**src/rtl/down_counter_reload.sv**
```systemverilog
// down_counter_reload: loadable down counter with one-shot/periodic reload and terminal-count pulse
module down_counter_reload #(
    parameter int bits = 4
) (
    input  logic            clk,
    input  logic            reset,
    input  logic            en,
    input  logic            load,
    input  logic [bits-1:0] load_val,
    input  logic            mode,
    output logic [bits-1:0] Q,
    output logic            tc,
    output logic            busy,
    output logic            done
);
    typedef enum logic [1:0] {IDLE, RUN, DONE} state_t;

    state_t          state, state_n;
    logic [bits-1:0] reload_reg, reload_n, q_n;
    logic            mode_reg, mode_n, tc_n;

    // next-state logic: load beats counting; only RUN reacts to en, so Q never wraps below 0
    always_comb begin
        state_n  = state;
        q_n      = Q;
        tc_n     = 1'b0;
        reload_n = reload_reg;
        mode_n   = mode_reg;
        if (load) begin
            q_n      = load_val;
            reload_n = load_val;
            mode_n   = mode;
            state_n  = (load_val != '0) ? RUN : IDLE;
        end else if (state == RUN && en) begin
            if (Q == bits'(1)) begin
                tc_n    = 1'b1;
                q_n     = mode_reg ? reload_reg : '0;
                state_n = mode_reg ? RUN : DONE;
            end else begin
                q_n = Q - bits'(1);
            end
        end
    end

    // state and output registers with synchronous reset
    always_ff @(posedge clk) begin
        if (reset) begin
            state      <= IDLE;
            Q          <= '0;
            tc         <= 1'b0;
            reload_reg <= '0;
            mode_reg   <= 1'b0;
        end else begin
            state      <= state_n;
            Q          <= q_n;
            tc         <= tc_n;
            reload_reg <= reload_n;
            mode_reg   <= mode_n;
        end
    end

    assign busy = (state == RUN);
    assign done = (state == DONE);
endmodule

```
**config.mk**
```make
export PLATFORM = sky130hd
export DESIGN_NAME = down_counter_reload
export DESIGN_NICKNAME = d
export VERILOG_FILES = /design/src/rtl/down_counter_reload.sv
export SDC_FILE = /design/constraint.sdc
export NUM_CORES = 1
export LEC_CHECK = 0
export CAP_MARGIN = 20
export CORE_UTILIZATION = 45
export CTS_CLUSTER_DIAMETER = 30
export DETAILED_ROUTE_END_ITERATION = 16
export HOLD_SLACK_MARGIN = 0.06
export PLACE_DENSITY = 0.81
export SYNTH_ARGS = -nofsm -noshare
export SYNTH_HDL_FRONTEND = slang
export SYNTH_SLANG_ARGS = --single-unit
```
**constraint.sdc**
```tcl
create_clock -name clk -period 1.8 [get_ports clk]
set_input_delay 0.36 -clock clk [delete_from_list [all_inputs] [get_ports clk]]
set_output_delay 0.36 -clock clk [all_outputs]
set_load 0.005 [all_outputs]
```
==> results <==
[per-stage QoR]
| stage | total power (uW) | std cells | hold slack, ps | instance area (sq um) |
|---|---|---|---|---|
| finish | 636.6 | 103 | 487.1 | 807.0 |
| global route | 681.0 | 103 | 502.6 | 807.0 |
| CTS | 647.0 | 103 | 478.2 | 807.0 |
| detailed placement | 431.0 | 99 | 464.8 | 770.7 |
| global placement | 427.5 | 99 | 457.4 | 770.7 |
| floorplan | 376.6 | 73 | 429.7 | 614.3 |
[layer usage]
| metal | up-vias | GRT usage | routed length, um |
|---|---|---|---|
| met5 | - | 0 | 0 |
| met4 | 0 | 0.07759 | 19 |
| met3 | 5 | 0.08671 | 59 |
| met2 | 14 | 0.3333 | 556 |
| met1 | 246 | 0.2133 | 575 |
| li1 | 292 | - | - |
[layout make-up]
class | count | area [sq um] | share of cell area
Multi-Input combinational cell | 54 | 344.1 | 0.4264
Sequential cell | 12 | 240.2 | 0.2977
Timing Repair Buffer | 16 | 157.7 | 0.1953
Clock buffer | 4 | 36.28 | 0.04496
Tap cell | 14 | 17.52 | 0.02171
Inverter | 3 | 11.26 | 0.01395
[cell usage in the layout (no fill, tap or decap), drive strengths merged, types with 2 or more instances in the layout]
| cell | instances |
|---|---|
| mux2i | 3 |
| nor2 | 9 |
| a211oi | 2 |
| a21oi | 7 |
| nand2b | 3 |
| dfxtp | 12 |
| nor3 | 6 |
| inv | 3 |
| ha | 2 |
| clkbuf | 4 |
| nor2b | 3 |
| clkdlybuf4s50 | 15 |
| nand2 | 6 |
[worst min path at each step]
stage                    end  slack [ps]           from  depth (start not counted)
3_5_place_dp   reload_reg[2]         460  reload_reg[2]                          2
4_1_cts        reload_reg[2]         480  reload_reg[2]                          2
3_3_place_gp   reload_reg[2]         460  reload_reg[2]                          2
5_1_grt        reload_reg[0]         500  reload_reg[0]                          2
6_report       reload_reg[2]         490  reload_reg[2]                          2
2_1_floorplan           Q[3]         430          reset                          1
[power groups by stage]
| stage | Sequential, uW | Combinational, uW | Clock, uW |
|---|---|---|---|
| floorplan | 304 | 72.4 | 0 |
| detailed placement | 307 | 124 | 0 |
| global route | 304 | 137 | 240 |
| finish | 301 | 123 | 212 |
| CTS | 301 | 124 | 222 |
| global placement | 307 | 121 | 0 |
[kinds of logic after synthesis]
family / Yosys count / share of synthesized area
flip-flops: 12 / 0.3910
adder cells (fa/ha/maj): 2 / 0.04073
AND/OR/NAND/NOR: 32 / 0.2831
AO/OA/AOI/OAI: 17 / 0.1874
multiplexers: 3 / 0.04888
buffers and inverters: 7 / 0.04887
==> metrics <==
TritonCTS clock tree=yes; post-synth top area cell=dfxtp_1; number of synthesized register bits=12; sequential share of power=0.473; starting density of the core=0.5179; clock network power share=0.334; CP Launch Point=Q[3]; Post-synth ARST share=0; fin util=0.6804; critical path arrival=1290 ps; final setup fails=0; Die ar.=1517 sq um; largest buffer count on any clock path=2; Worst-Skew Late Latency=approximately 270 ps; syn nets=84; DR pass1 iterations=4; crit path capture type=primary output; largest net degree at the start of global routing=21; Lkg Pwr=about 0.0003 uW; Final Cycle Share=0.9193; worst slack, placed=approximately 3.0 ps; DPL Wire Length=between 900 and 1000 um; final hold vios=0; DR vias=~560; Reg2Reg Capture Point=Q[3]; status=finished clean; Worst EP required=about 1400 ps; register area share after synthesis=0.3910; Clock Sinks=12; H-tree depth=1; # DRC=0; mapped cell area=614.3 sq um; Die Height=slightly below 40 um; worst reg2reg path depth=5; setup slack after layout=between 100 and 150 ps; root buf cell=clkbuf_4; relative slew slack=0.6874; total grt overflow=0; Sw Ratio=0.2555; initial antenna violation count=0; Logic pwr share=0.193; most common cell in the netlist=dfxtp_1; CTS buffer count=3; Mapped Cells=73; final net count=slightly above 100; prevailing post-synth register cell=dfxtp_1; CTS Hold Bufs=0; Core Rows=12; synth top area cells=dfxtp_1 39%, a21oi_1 5.7%, nor2_1 5.5%; chip width=about 40 um; count of buffer and inverter cells on the critical path=1; PwrDens=between 700 and 800 nW/um^2; Startpoint Class=flop; number of global-route vias before repair=about 460; Tightest Pin Transition=between 400 and 500 ps; Worst path slowest cell=clkdlybuf4s50_1; CP peak stage delay=around 550 ps; f_max=about 600 MHz; top cell type's share of synthesized area=0.3910; Pint=474.0 uW; Worst Path Max Fanout=8; Psw=between 150 and 200 uW; top cell family by delay on the critical path=buffers and inverters; post-route antenna net violation count=0; Clock Skew=0.7613 ps; Post-Route Setup TNS=0 ps; PortBufs=15; Max IR drop VDD=0.0004480 V; R2R setup slack=between 150 and 200 ps; stages on the worst setup path=1; class of the worst hold path=reg2reg; GRT Total Usage=0.1976; I/O Pins=16; layout filler cell count=114; Max Cap Violations=0; final wirelength=1211 um; # resized after CTS=0; ratio of cells with drive above 1 in the final layout=0.07865; CTS clk-pin slew, worst paths=70 ps; RePlAce Congestion=around 0.74; Pins Over Slew Limit=0; Period minus WS final=1655 ps; global-route wire length before repair=1973 um; Area Overhead vs Synth=31.36%; Netlist cell types=27; postcts setup bufs=0; Crit Path Category=reg2out; top cells by count, synth=12 x dfxtp_1, 9 x nor2_1, 7 x a21oi_1, 6 x nand2_1, 5 x nor3_1; EDFF count, synth=0; ordered cell list for the critical path=clkdlybuf4s50_1; RSZ-0062 raised after global routing=false; FF-to-FF Start=Q[0]; post-DR wirelength/cell=approximately 12 um; Initial DRC Count=5; core footprint=1186 sq um; synth warn=0; diodes inserted=0; Worst Setup EP=Q[3]; syn_area_per_cell=around 8.4 sq um; vias per cell=5.408
(Power assumes the default switching activity.)
